**config.mk**
```make
export PLATFORM = sky130hd
export DESIGN_NAME = exe_stage
export DESIGN_NICKNAME = d
export VERILOG_FILES = /design/src/rtl/exe_stage.sv
export SDC_FILE = /design/constraint.sdc
export NUM_CORES = 1
export LEC_CHECK = 0
export BUFFER_PORTS_ARGS = -buffer_cell sky130_fd_sc_hd__buf_4
export CORE_MARGIN = 2
export CORE_UTILIZATION = 48
export DETAILED_ROUTE_END_ITERATION = 12
export PLACE_DENSITY = 0.86
export SETUP_SLACK_MARGIN = 0.15
export SYNTH_ARGS = -nofsm -noshare
export SYNTH_HDL_FRONTEND = slang
export SYNTH_SLANG_ARGS = --single-unit
```
**constraint.sdc**
```tcl
create_clock -name clk -period 4.23 [get_ports clk]
set_clock_uncertainty 0.15 [all_clocks]
set_input_delay 0.423 -clock clk [delete_from_list [all_inputs] [get_ports clk]]
set_output_delay 0.423 -clock clk [all_outputs]
set_load 0.02 [all_outputs]
```
**src/rtl/exe_stage.sv**
```systemverilog
// EXE pipeline stage: ALU, data-SRAM request issue, store data/strobe formatting, forwarding.
// Optional misaligned-access detection is enabled by defining EXE_ALE_CHECK_EN.
module exe_stage (
    input  logic         clk,
    input  logic         reset,
    input  logic         ms_allowin,
    output logic         es_allowin,
    input  logic         ds_to_es_valid,
    input  logic [147:0] ds_to_es_bus,
    output logic         es_to_ms_valid,
    output logic [77:0]  es_to_ms_bus,
    output logic         data_sram_req,
    output logic         data_sram_wr,
    output logic [1:0]   data_sram_size,
    output logic [3:0]   data_sram_wstrb,
    output logic [31:0]  data_sram_addr,
    output logic [31:0]  data_sram_wdata,
    input  logic         data_sram_addr_ok,
    input  logic         mem_ex,
    input  logic         wb_ex,
    input  logic         wb_ertn,
    output logic         es_fwd_valid,
    output logic [4:0]   es_fwd_dest,
    output logic [31:0]  es_fwd_data,
    output logic         es_load_pending
);
    logic         es_valid_q, es_valid_d;
    logic         req_sent_q, req_sent_d;
    logic [147:0] es_bus_q, es_bus_d;

    logic        ds_ex, gr_we, res_from_mem;
    logic [4:0]  dest, ld_op;
    logic [2:0]  st_op;
    logic [3:0]  alu_op;
    logic [31:0] rkd_value, alu_src2, alu_src1, es_pc;

    assign {ds_ex, dest, gr_we, res_from_mem, st_op, ld_op, rkd_value,
            alu_op, alu_src2, alu_src1, es_pc} = es_bus_q;

    logic [31:0] alu_result, mem_addr;
    logic        mem_op, byte_op, half_op, ale, es_ex, flush, es_ready_go;

    always_comb begin
        alu_result = 32'd0;
        case (alu_op)
            4'd0: alu_result = alu_src1 + alu_src2;
            4'd1: alu_result = alu_src1 - alu_src2;
            4'd2: alu_result = alu_src1 & alu_src2;
            4'd3: alu_result = alu_src1 | alu_src2;
            4'd4: alu_result = alu_src1 ^ alu_src2;
            4'd5: alu_result = {31'd0, $signed(alu_src1) < $signed(alu_src2)};
            4'd6: alu_result = {31'd0, alu_src1 < alu_src2};
            4'd7: alu_result = alu_src2;
            default: alu_result = 32'd0;
        endcase
    end

    // Memory address is always the adder output, independent of alu_op.
    assign mem_addr = alu_src1 + alu_src2;
    assign mem_op   = |ld_op || |st_op;
    assign byte_op  = ld_op[4] | ld_op[3] | st_op[2];
    assign half_op  = ld_op[2] | ld_op[1] | st_op[1];

`ifdef EXE_ALE_CHECK_EN
    logic word_op;
    assign word_op = ld_op[0] | st_op[0];
    assign ale     = (half_op & mem_addr[0]) | (word_op & (mem_addr[1:0] != 2'b00));
`else
    assign ale = 1'b0;
`endif

    assign es_ex = ds_ex | ale;
    assign flush = wb_ex | wb_ertn;

    assign data_sram_req  = es_valid_q && mem_op && !es_ex && !mem_ex && !flush && !req_sent_q;
    assign es_ready_go    = !mem_op || es_ex || req_sent_q || (data_sram_req && data_sram_addr_ok);
    assign es_allowin     = !es_valid_q || (es_ready_go && ms_allowin);
    assign es_to_ms_valid = es_valid_q && es_ready_go && !flush;

    assign es_to_ms_bus = {mem_op && !es_ex, ale, ld_op, res_from_mem, gr_we, dest, alu_result, es_pc};

    assign data_sram_wr   = |st_op;
    assign data_sram_size = byte_op ? 2'd0 : half_op ? 2'd1 : mem_op ? 2'd2 : 2'd0;
    assign data_sram_addr = mem_addr;

    always_comb begin
        data_sram_wdata = rkd_value;
        data_sram_wstrb = 4'b0000;
        if (st_op[2]) begin
            data_sram_wdata = {4{rkd_value[7:0]}};
            data_sram_wstrb = 4'b0001 << mem_addr[1:0];
        end else if (st_op[1]) begin
            data_sram_wdata = {2{rkd_value[15:0]}};
            data_sram_wstrb = mem_addr[1] ? 4'b1100 : 4'b0011;
        end else if (st_op[0]) begin
            data_sram_wstrb = 4'b1111;
        end
    end

    assign es_fwd_valid    = es_valid_q && gr_we && (dest != 5'd0);
    assign es_fwd_dest     = dest;
    assign es_fwd_data     = alu_result;
    assign es_load_pending = es_valid_q && res_from_mem;

    always_comb begin
        es_valid_d = es_valid_q;
        es_bus_d   = es_bus_q;
        req_sent_d = req_sent_q;
        if (ds_to_es_valid && es_allowin)
            es_bus_d = ds_to_es_bus;
        if (flush)
            es_valid_d = 1'b0;
        else if (es_allowin)
            es_valid_d = ds_to_es_valid;
        // Departure clears before a same-cycle accept could set it.
        if (flush || (es_to_ms_valid && ms_allowin))
            req_sent_d = 1'b0;
        else if (data_sram_req && data_sram_addr_ok)
            req_sent_d = 1'b1;
    end

    always_ff @(posedge clk or posedge reset) begin
        if (reset) begin
            es_valid_q <= 1'b0;
            req_sent_q <= 1'b0;
            es_bus_q   <= '0;
        end else begin
            es_valid_q <= es_valid_d;
            req_sent_q <= req_sent_d;
            es_bus_q   <= es_bus_d;
        end
    end
endmodule

```
==> results of run 1 <==
## per-stage QoR
step	cells	power [W]	TNS (ns)	setup WS, ns
6_report	1995	0.00715	-0.598	-0.0834
5_1_grt	1994	0.00747	-2.16	-0.200
4_1_cts	1957	0.00689	-0.628	-0.147
3_5_place_dp	1894	0.00503	0	0.0230
3_3_place_gp	1894	0.00497	0	0.105
2_1_floorplan	1354	0.00395	0	0.221
## cells in the final DEF, fill, tap and decap left out, types with 4 or more instances in the layout
master and n:
a21o_1 20, a21oi_1 70, a21oi_2 18, a221oi_1 10
a22oi_1 24, a31oi_1 6, buf_4 427, buf_6 19
clkbuf_16 17, clkinv_8 5, dfrtp_1 149, ha_1 76
ha_2 9, ha_4 11, inv_1 87, inv_2 18
inv_8 4, mux2_2 83, mux2i_1 14, nand2_1 117
nand2b_1 8, nand3_1 8, nand4_1 8, nor2_1 87
nor2_2 4, nor2b_1 7, nor3_1 14, nor4_1 6
o211ai_1 21, o21a_1 6, o21ai_0 136, o21ai_1 6
o21ai_2 6, o21bai_1 16, or3_1 11, xnor2_1 35
xor2_1 4
## final timing paths
kind	endpoint	slack, ns	cells past startpoint
worst max register to register	es_bus_q[123]$_DFFE_PP0P_	1.04	12
max in group asynchronous	es_bus_q[64]$_DFFE_PP0P_	3.24	3
worst max-delay path	es_fwd_data[28]	-0.08	15
worst min register to register	es_bus_q[121]$_DFFE_PP0P_	0.36	1
min in group asynchronous	es_bus_q[113]$_DFFE_PP0P_	0.08	3
worst min-delay path	req_sent_q$_DFFE_PP0P_	0.03	2
## power breakdown
| group | total (W) | switching, W | internal [W] |
|---|---|---|---|
| sequential | 0.00175 | 0.000148 | 0.00160 |
| combinational | 0.00376 | 0.00214 | 0.00162 |
| clock | 0.00164 | 0.000776 | 0.000860 |
| total | 0.00715 | 0.00306 | 0.00409 |
## layout make-up
cell class                 count  area, um2
multi-input combinational    930       7160
antenna                        2       5.00
clock buffer                  17        425
tap                          324        405
sequential                   150       3750
timing repair buffer         449       3460
fill                        1916       8350
inverter                     108        413
clock inverter                15        200
## critical path: cells and delay by family (launching register included)
| family | cells | cell delay, ns |
|---|---|---|
| AO/OA/AOI/OAI | 9 | 1.63 |
| XOR/XNOR | 1 | 0.13 |
| adder cells (fa/ha/maj) | 2 | 0.56 |
| buffers and inverters | 2 | 0.32 |
| flip-flops | 1 | 0.44 |
| AND/OR/NAND/NOR | 1 | 0.25 |
## registers in the layout, indices dropped and copies added, names as in the netlist
register / flops
req_sent_q: 1
es_valid_q: 1
es_bus_q: 148
## repair_timing
| item | in CTS | in global routing |
|---|---|---|
| endpoints found under the hold margin | 0 | 0 |
| pin swaps | 31 | 38 |
| endpoints found under the setup margin | 38 | 40 |
| setup buffers | 31 | 36 |
| resized for setup | 78 | 75 |
| cloned | 0 | 0 |
## kinds of logic (layout without fill, tap and decap cells)
group                    count (synthesis)  after routing  synth area share, %
multiplexers                            99             99                 9.32
AND/OR/NAND/NOR                        294            294                 11.2
XOR/XNOR                                42             42                 3.13
adder cells (fa/ha/maj)                 98             98                 10.6
flip-flops                             150            150                 32.0
buffers and inverters                  274            589                 12.0
other                                    1              3               0.0319
AO/OA/AOI/OAI                          396            396                 21.8
## metal layers
layer	GRT usage, %	vias up
li1	-	5200
met4	11.8	0
met2	51.3	540
met3	7.80	106
met1	33.4	5396
met5	0	-
==> reports/qor.yml, run 1 <==
outcome: "finished, violations left"
violations: "negative setup slack"
start_util_pct: 48.6
clockBufferDepth: 2
num_rows: 57
cts-buffers-inserted: 17
yosysSeqAreaShare_pct: 32.0
vias_per_cell: 5.64
yosysWarnings: 0
path_class: "flop to output port"
yosysTopAreaCell: "dfrtp_1"
ys_ff_latch: 150
hpwl_um: 27800
clkTransAtPathRegs_ns: 0.08
fin_ws_ns: -0.0834
cts_tree: "done"
startpoint_type: "flop"
critPathLaunch: "es_bus_q[64]$_DFFE_PP0P_"
final_net_count: 1910
drv_slew: 0
syn_area_um2: 11700
synthTopCellsByArea: "dfrtp_1 32%, ha_1 10%, mux2_2 8.0%"
final_layout_size_suffix_gt1_share_pct: 41.3
critical_path.slowest_cell: "dfrtp_2"
place_congestion: 0.910
yosysMostFrequentCell: "dfrtp_1"
irDropWorstVdd_v: 0.000255
ys_types: 76
final.min_clock_period_ns: 4.31
crit_chain: "ha_4 > fa_2 > o21bai_4 > a2111oi_4 > nor3b_4 > o41ai_4 > o32a_4 > o311a_4 > o41ai_4 > a21oi_2 > a21oi_2 > xnor2_1 > o211ai_1 > buf_4 > buf_6"
antenna_found_initial: 1
p_per_area_nw_per_um2: 452
numClockSinks: 150
rsz0062_at_grt: "yes"
hold_buffers: 0
critPathMaxFanout: 3
worstMarginPinSlew_ns: 0.880
top_layer_used: "met4"
max_stage_delay_ns: 0.44
worstSetupEndpointType: "output port"
final_area_um2: 15800
grt_max_degree: 151
die_w_um: 160
final_core_util_pct: 65.5
antenna_left: 0
insertion_delay_ns: 0.43
port_buffers: 345
die_y_um: 160
grt_remaining_overflow: 0
p_leak_nw: 7.47
htree_levels: 4
die_area_um2: 25700
worstPathRequired_ns: 3.66
dpl_cell_area_um2: 14100
ys.flop_type: "dfrtp_1"
timing.rr.start: "es_bus_q[139]$_DFFE_PP0P_"
yosysTopAreaCellShare_pct: 32.0
worstPathArrival_ns: 3.74
clock.fmax_mhz: 232
whs_ns: 0.0288
vias: 11200
wl_met2_um: 19700
min_path_type: "input pin to flop"
dr_wl_met3_um: 3240
synthArstFlopShare_pct: 100
syn_avg_cell_area_um2: 8.67
grt_pass1_vias: 11400
synth_nets: 1608
coreArea_um2: 24200
cap_viol_max_count: 0
firstDrtPassIters: 5
track_usage_pct: 29.0
synth_common_cells: "150 x dfrtp_1, 147 x o21ai_0, 119 x nand2_1, 106 x inv_1, 96 x ha_1"
syn_inst: 1354
grt_pass1_wl_um: 59800
hold_start: "wb_ex"
setup_viol: 10
slew_headroom_pct: 41.4
wire_per_inst_um: 19.6
area_growth_pct: 34.8
synth_edf_count: 0
routed_wl_um: 39100
drtIter0Drc: 777
hold_viol: 0
drc: 0
root_buffer: "clkbuf_16"
pin_count: 347
wl_met1_um: 14600
final.period_utilization_pct: 102
Power figures use the tool's default switching activity.
==> run 2: changes to the inputs <==
- CORE_MARGIN: 2 -> unset
==> run 2 against run 1 <==
The flow still finishes with violations (negative setup slack); worst hold slack worse by 0.012 ns; via count down 1.0%; first-iteration DRC count up 3.6%; worst setup slack worse by 0.035 ns; die area down 2.5%; critical path type unchanged; critical endpoint is now es_to_ms_bus[60].
==> reports/qor.yml, run 2 (synthesis gave the netlist of run 1 again) <==
hold_viol: 0  # unchanged
cap_viol_max_count: 0  # unchanged
insertion_delay_ns: 0.44  # about the same
timing.rr.start: "es_bus_q[133]$_DFFE_PP0P_"
hold_start: "wb_ertn"
pin_count: 347  # unchanged
top_regs: "es_bus_q (148), es_valid_q (1), req_sent_q (1)"
worstSetupEndpointType: "output port"
routed_wl_um: 37900  # -3.1%
whs_ns: 0.0166  # -0.0122 ns
drv_slew: 0  # unchanged
final.period_utilization_pct: 103  # +0.83 points
hpwl_um: 28200  # +1.5%
mostFrequentLayoutCell: "buf_4"
die_w_um: 158  # -1.2%
antenna_left: 0  # unchanged
pre_cts_ws_ns: 0.0112  # -0.0118 ns
clock_power_share_pct: 22.6  # -0.3 points
grt_remaining_overflow: 0  # unchanged
worstPathArrival_ns: 3.78  # +0.04 ns
place_congestion: 0.956  # +5.0%
dpl_cell_area_um2: 14100  # +0.51%
min_path_type: "input pin to flop"
antenna_found_initial: 2  # +1
final_layout_size_suffix_gt1_share_pct: 39.4  # -1.9 points
fillCellCount: 1857  # -3.1%
setup_tns_ns: -0.615  # -0.0164 ns
clkTransAtPathRegs_ns: 0.08  # about the same
clock.fmax_mhz: 230  # -0.81%
track_usage_pct: 29.4  # +0.40 points
firstDrtPassIters: 7  # +2
grt_pass1_wl_um: 57100  # -4.6%
drc: 0  # unchanged
cts_tree: "done"
final_area_um2: 15500  # -1.8%
setup_viol: 8  # -2
violations: "negative setup slack"
grt_pass1_vias: 10800  # -5.0%
coreArea_um2: 23800  # -1.8%
pwr-share-comb_pct: 52.3  # -0.3 points
vias: 11100  # -1.0%
start_util_pct: 49.4  # +0.87 points
power.switching_w: 0.00296  # -3.1%
p_per_area_nw_per_um2: 449  # -0.54%
area_growth_pct: 32.3
clockBufferDepth: 2  # unchanged
numClockSinks: 150  # unchanged
intPower_w: 0.00402  # -1.7%
startpoint_type: "flop"
fin_ws_ns: -0.119  # -0.0352 ns
worstPathRequired_ns: 3.66  # about the same
rsz0062_at_grt: "yes"
cts-buffers-inserted: 17  # unchanged
hold_depth: 2  # unchanged
outcome: "finished, violations left"
area.sequential_um2: 3750  # about the same
path_class: "flop to output port"
htree_levels: 4  # unchanged
mostFrequentLayoutCells: "410 x buf_4, 150 x dfrtp_1, 135 x o21ai_0, 118 x nand2_1, 87 x nor2_1"
critPathMaxFanout: 3  # unchanged
r2r_slack_ns: 1.18  # +0.14 ns
final_net_count: 1891  # -0.99%
seq_power_share_pct: 25.2  # +0.7 points
num_rows: 56  # -1.8%
irDropWorstVdd_v: 0.000310  # +21%
p_leak_nw: 7.36  # -1.5%
drtIter0Drc: 805  # +3.6%
port_buffers: 345  # unchanged
wire_per_inst_um: 19.2  # -1.9%
final.min_clock_period_ns: 4.35  # +0.0352 ns
die_y_um: 158  # -1.2%
regMostFlops: "es_bus_q"
reg2reg_depth: 10  # -2
root_buffer: "clkbuf_16"
vias_per_cell: 5.65  # +0.19%
multi_input_area_um2: 7040  # -1.6%
grt_max_degree: 88  # -42%
rr_endpoint: "es_bus_q[19]$_DFFE_PP0P_"
die_area_um2: 25100  # -2.5%
slew_headroom_pct: 34.4  # -7.0 points
largest_reg_flops: 148  # unchanged
worstMarginPinSlew_ns: 0.982  # +0.102 ns
swShare_pct: 42.5  # -0.35 points
hold_path_end: "req_sent_q$_DFFE_PP0P_"
[run 2: metal layers]
metal / up-vias / global-route usage [%] / routed length, um
met3: 102 / 6.94 / 3070
met1: 5352 / 34.4 / 14500
met4: 0 / 14.7 / 1680
met2: 509 / 50.4 / 18700
met5: - / 0 / 0
li1: 5165 / - / -
[run 2: final cells by class]
cell class,instances,share of cell area (%)
multi-input combinational,930,45.3
timing repair buffer,430,21.5
clock inverter,14,0.982
antenna,2,0.0322
tap,319,2.57
clock buffer,18,2.76
sequential,150,24.2
inverter,108,2.63
[run 2: worst max-delay path, stage by stage, from the launching register on]
cell       delay (ns)
dfrtp_1          0.42
ha_4             0.18
fa_2             0.38
o21bai_4         0.19
a2111oi_4        0.09
nor3b_2          0.18
buf_4            0.15
o41ai_4          0.07
o32a_2           0.22
buf_6            0.13
o311a_4          0.31
o41ai_4          0.22
a21oi_2          0.12
a21oi_2          0.16
xnor2_1          0.14
o211ai_1         0.10
buf_4            0.16
buf_6            0.13
[run 2: worst max-delay path by stage]
stage / to / start / cells past startpoint / slack, ns
floorplan: es_to_ms_bus[60] / es_bus_q[32]$_DFFE_PP0P_ / 15 / 0.22
global placement: es_to_ms_bus[60] / es_bus_q[32]$_DFFE_PP0P_ / 15 / 0.1
detailed placement: es_to_ms_bus[60] / es_bus_q[32]$_DFFE_PP0P_ / 15 / 0.01
CTS: es_to_ms_bus[60] / es_bus_q[64]$_DFFE_PP0P_ / 17 / -0.17
global route: es_fwd_data[28] / es_bus_q[64]$_DFFE_PP0P_ / 17 / -0.28
finish: es_to_ms_bus[60] / es_bus_q[64]$_DFFE_PP0P_ / 17 / -0.12
[run 2: power groups by stage]
stage	clock network (W)	registers (W)	logic [W]
detailed placement	0	0.00178	0.00327
floorplan	0	0.00173	0.00223
CTS	0.00159	0.00175	0.00345
global placement	0	0.00176	0.00323
global route	0.00165	0.00178	0.00389
finish	0.00157	0.00176	0.00365
[run 2: repair_timing]
action	in CTS	in global routing
resized for setup	71	55
hold buffers	2	0
setup buffers	15	24
hold endpoints to repair	32	0
pin swaps	22	40
cloned	0	0
setup endpoints to repair	35	36
[run 2: through the flow]
stage               util (%)  power (W)  instances
CTS                     63.8    0.00679       1945
detailed placement      59.5    0.00505       1896
finish                  65.4    0.00698       1971
floorplan                  -    0.00395       1354
global placement        59.5    0.00499       1896
global route            65.4    0.00732       1970
==> run 3: changes to the inputs <==
- PLACE_DENSITY: 0.86 -> unset
- PLACE_DENSITY_LB_ADDON: unset -> 0.3
==> run 3 against run 2 <==
The run still ends with negative setup slack left; highest routed layer unchanged; die area unchanged; worst setup slack worse by 0.049 ns; worst hold slack better by 0.0080 ns; core utilization up 0.92 points; clock-buffer cell count down 1; clock power up 5%; critical path type unchanged.
==> reports/qor.yml, run 3 (synthesis gave the netlist of run 1 again) <==
crit_chain: "inv_2 > ha_4 > fa_2 > o21bai_4 > a2111oi_4 > nor3b_2 > o41ai_4 > o32a_4 > o21ai_4 > a21bo_4 > a2111oi_4 > o32ai_2 > xor2_1 > o211ai_2 > buf_6"
port_buffers: 345  # unchanged
fin_ws_ns: -0.168  # -0.0494 ns
clock_power_share_pct: 23.2  # +0.6 points
worstMarginPinSlew_ns: 0.912  # -0.0696 ns
critPathMaxFanout: 4  # +1
seq_power_share_pct: 24.7  # -0.5 points
worstPathRequired_ns: 3.66  # about the same
antenna_left: 0  # unchanged
top_regs: "es_bus_q (148), es_valid_q (1), req_sent_q (1)"
rsz0062_at_grt: "yes"
area_growth_pct: 34.2
swShare_pct: 43.0  # +0.52 points
vias_per_cell: 5.62  # -0.50%
final_layout_size_suffix_gt1_share_pct: 40.2  # +0.80 points
irDropWorstVdd_v: 0.000273  # -12%
hpwl_um: 28400  # +0.66%
startpoint_type: "flop"
max_stage_delay_ns: 0.41  # about the same
grt_max_degree: 83  # -5.7%
grt_pass1_wl_um: 57600  # +0.88%
vias: 11100  # +0.054%
grt_remaining_overflow: 0  # unchanged
die_w_um: 158  # unchanged
final_core_util_pct: 66.3  # +0.92 points
dp.cells: 1890  # -0.32%
cts_tree: "done"
p_per_area_nw_per_um2: 451  # +0.40%
mostFrequentLayoutCell: "buf_4"
wire_per_inst_um: 19.6  # +2.1%
coreArea_um2: 23800  # unchanged
regMostFlops: "es_bus_q"
firstDrtPassIters: 5  # -2
pin_count: 347  # unchanged
insertion_delay_ns: 0.44  # about the same
cts-buffers-inserted: 17  # unchanged
power.switching_w: 0.00305  # +3.1%
drtIter0Drc: 694  # -14%
mostFrequentLayoutCells: "421 x buf_4, 150 x dfrtp_1, 134 x o21ai_0, 118 x nand2_1"
antenna_found_initial: 1  # -1
setup_viol: 14  # +6
pwr-share-comb_pct: 52.0  # -0.3 points
die_area_um2: 25100  # unchanged
worstPathArrival_ns: 3.82  # +0.04 ns
track_usage_pct: 29.9  # +0.50 points
cap_viol_max_count: 0  # unchanged
violations: "negative setup slack"
htree_levels: 4  # unchanged
numClockSinks: 150  # unchanged
drc: 0  # unchanged
slew_headroom_pct: 38.7  # +4.3 points
grt_pass1_vias: 10800  # -0.34%
num_rows: 56  # unchanged
start_util_pct: 49.4  # unchanged
hold_viol: 0  # unchanged
path_class: "flop to output port"
outcome: "finished, violations left"
clock.fmax_mhz: 227  # -1.1%
final.period_utilization_pct: 104  # +1.2 points
worstSetupEndpointType: "output port"
clockBufferDepth: 2  # unchanged
min_path_type: "input pin to flop"
final_net_count: 1903  # +0.63%
clkTransAtPathRegs_ns: 0.08  # about the same
root_buffer: "clkbuf_16"
routed_wl_um: 38900  # +2.6%
drv_slew: 0  # unchanged
critical_path.slowest_cell: "dfrtp_1"
intPower_w: 0.00405  # +0.89%
timing.critical_path.mode_cell: "a2111oi_4"
fin_cells: 1982  # +0.56%
largest_reg_flops: 148  # unchanged
die_y_um: 158  # unchanged
p_leak_nw: 7.45  # +1.2%
place_congestion: 0.945  # -1.1%
final.min_clock_period_ns: 4.40  # +0.0494 ns
==> run 3: changes by cell type in the layout (fill, tap and decap cells not counted), moves of 3 or more <==
cell	change
a21oi_1	-4
buf_6	+3
clkinv_8	+4
buf_4	+11
inv_2	-4
inv_1	+3
inv_6	-5
a21oi_2	+4
==> run 3: layout make-up <==
cell class | count | area (um2)
well taps | 319 | 399
repair buffers | 442 | 3430
flip-flops and latches | 150 | 3750
clock inverters | 15 | 200
diodes | 1 | 2.50
clock buffers | 17 | 425
inverters | 108 | 412
fillers | 1938 | 8000
multi-input cells | 930 | 7130
==> run 3: critical path: cells and delay by family, from the launching register on <==
family | cells | cell delay (ns)
AOI/OAI and AO/OA | 9 | 2.06
DFF | 1 | 0.41
adders and majority gates | 2 | 0.37
buffers and inverters | 2 | 0.26
xor gates and xnor gates | 1 | 0.16
and+or+nand+nor | 1 | 0.11
==> run 3: metrics by stage <==
stage / TNS, ns / hold WS (ns) / power [W] / setup slack, ns / area (um2)
floorplan: 0 / 0.325 / 0.00395 / 0.221 / 11700
global placement: 0 / 0.335 / 0.00501 / 0.225 / 14100
global route: -3.03 / 0.0322 / 0.00746 / -0.299 / 15800
CTS: -0.751 / 0.0153 / 0.00688 / -0.197 / 15200
finish: -1.30 / 0.0246 / 0.00710 / -0.168 / 15800
detailed placement: 0 / 0.344 / 0.00504 / 0.0659 / 14100
==> run 3: repair_timing <==
action                                  4_1_cts  5_1_grt
hold buffers                                  1        0
endpoints found under the setup margin       39       39
gates resized for setup                      70       71
pin swaps                                    28       51
buffers inserted                             28       30
endpoints found under the hold margin         5        0
==> run 3: path summary, 6_finish.rpt <==
check | slack (ns) | to | cells after the start | from
worst max-delay path | -0.17 | es_fwd_data[30] | 15 | es_bus_q[32]$_DFFE_PP0P_
worst max register to register | 0.92 | es_bus_q[120]$_DFFE_PP0P_ | 11 | es_bus_q[138]$_DFFE_PP0P_
worst min register to register | 0.36 | es_bus_q[116]$_DFFE_PP0P_ | 1 | es_bus_q[116]$_DFFE_PP0P_
max in group asynchronous | 2.43 | es_bus_q[85]$_DFFE_PP0P_ | 4 | reset
worst min-delay path | 0.02 | es_bus_q[112]$_DFFE_PP0P_ | 3 | ds_to_es_bus[112]
min in group asynchronous | 0.55 | es_bus_q[68]$_DFFE_PP0P_ | 3 | reset
==> run 3: layer usage <==
metal,GRT usage [%],up-vias,routed length (um)
met1,35.6,5385,15000
met2,51.7,477,19600
met5,0,-,0
met3,7.40,77,3100
li1,-,5195,-
met4,11.8,0,1210
==> run 3: power by group through the flow <==
stage / registers [W] / logic (W) / clock network, W
floorplan: 0.00173 / 0.00223 / 0
global placement: 0.00177 / 0.00324 / 0
finish: 0.00176 / 0.00369 / 0.00165
CTS: 0.00175 / 0.00345 / 0.00168
global route: 0.00178 / 0.00395 / 0.00173
detailed placement: 0.00178 / 0.00326 / 0
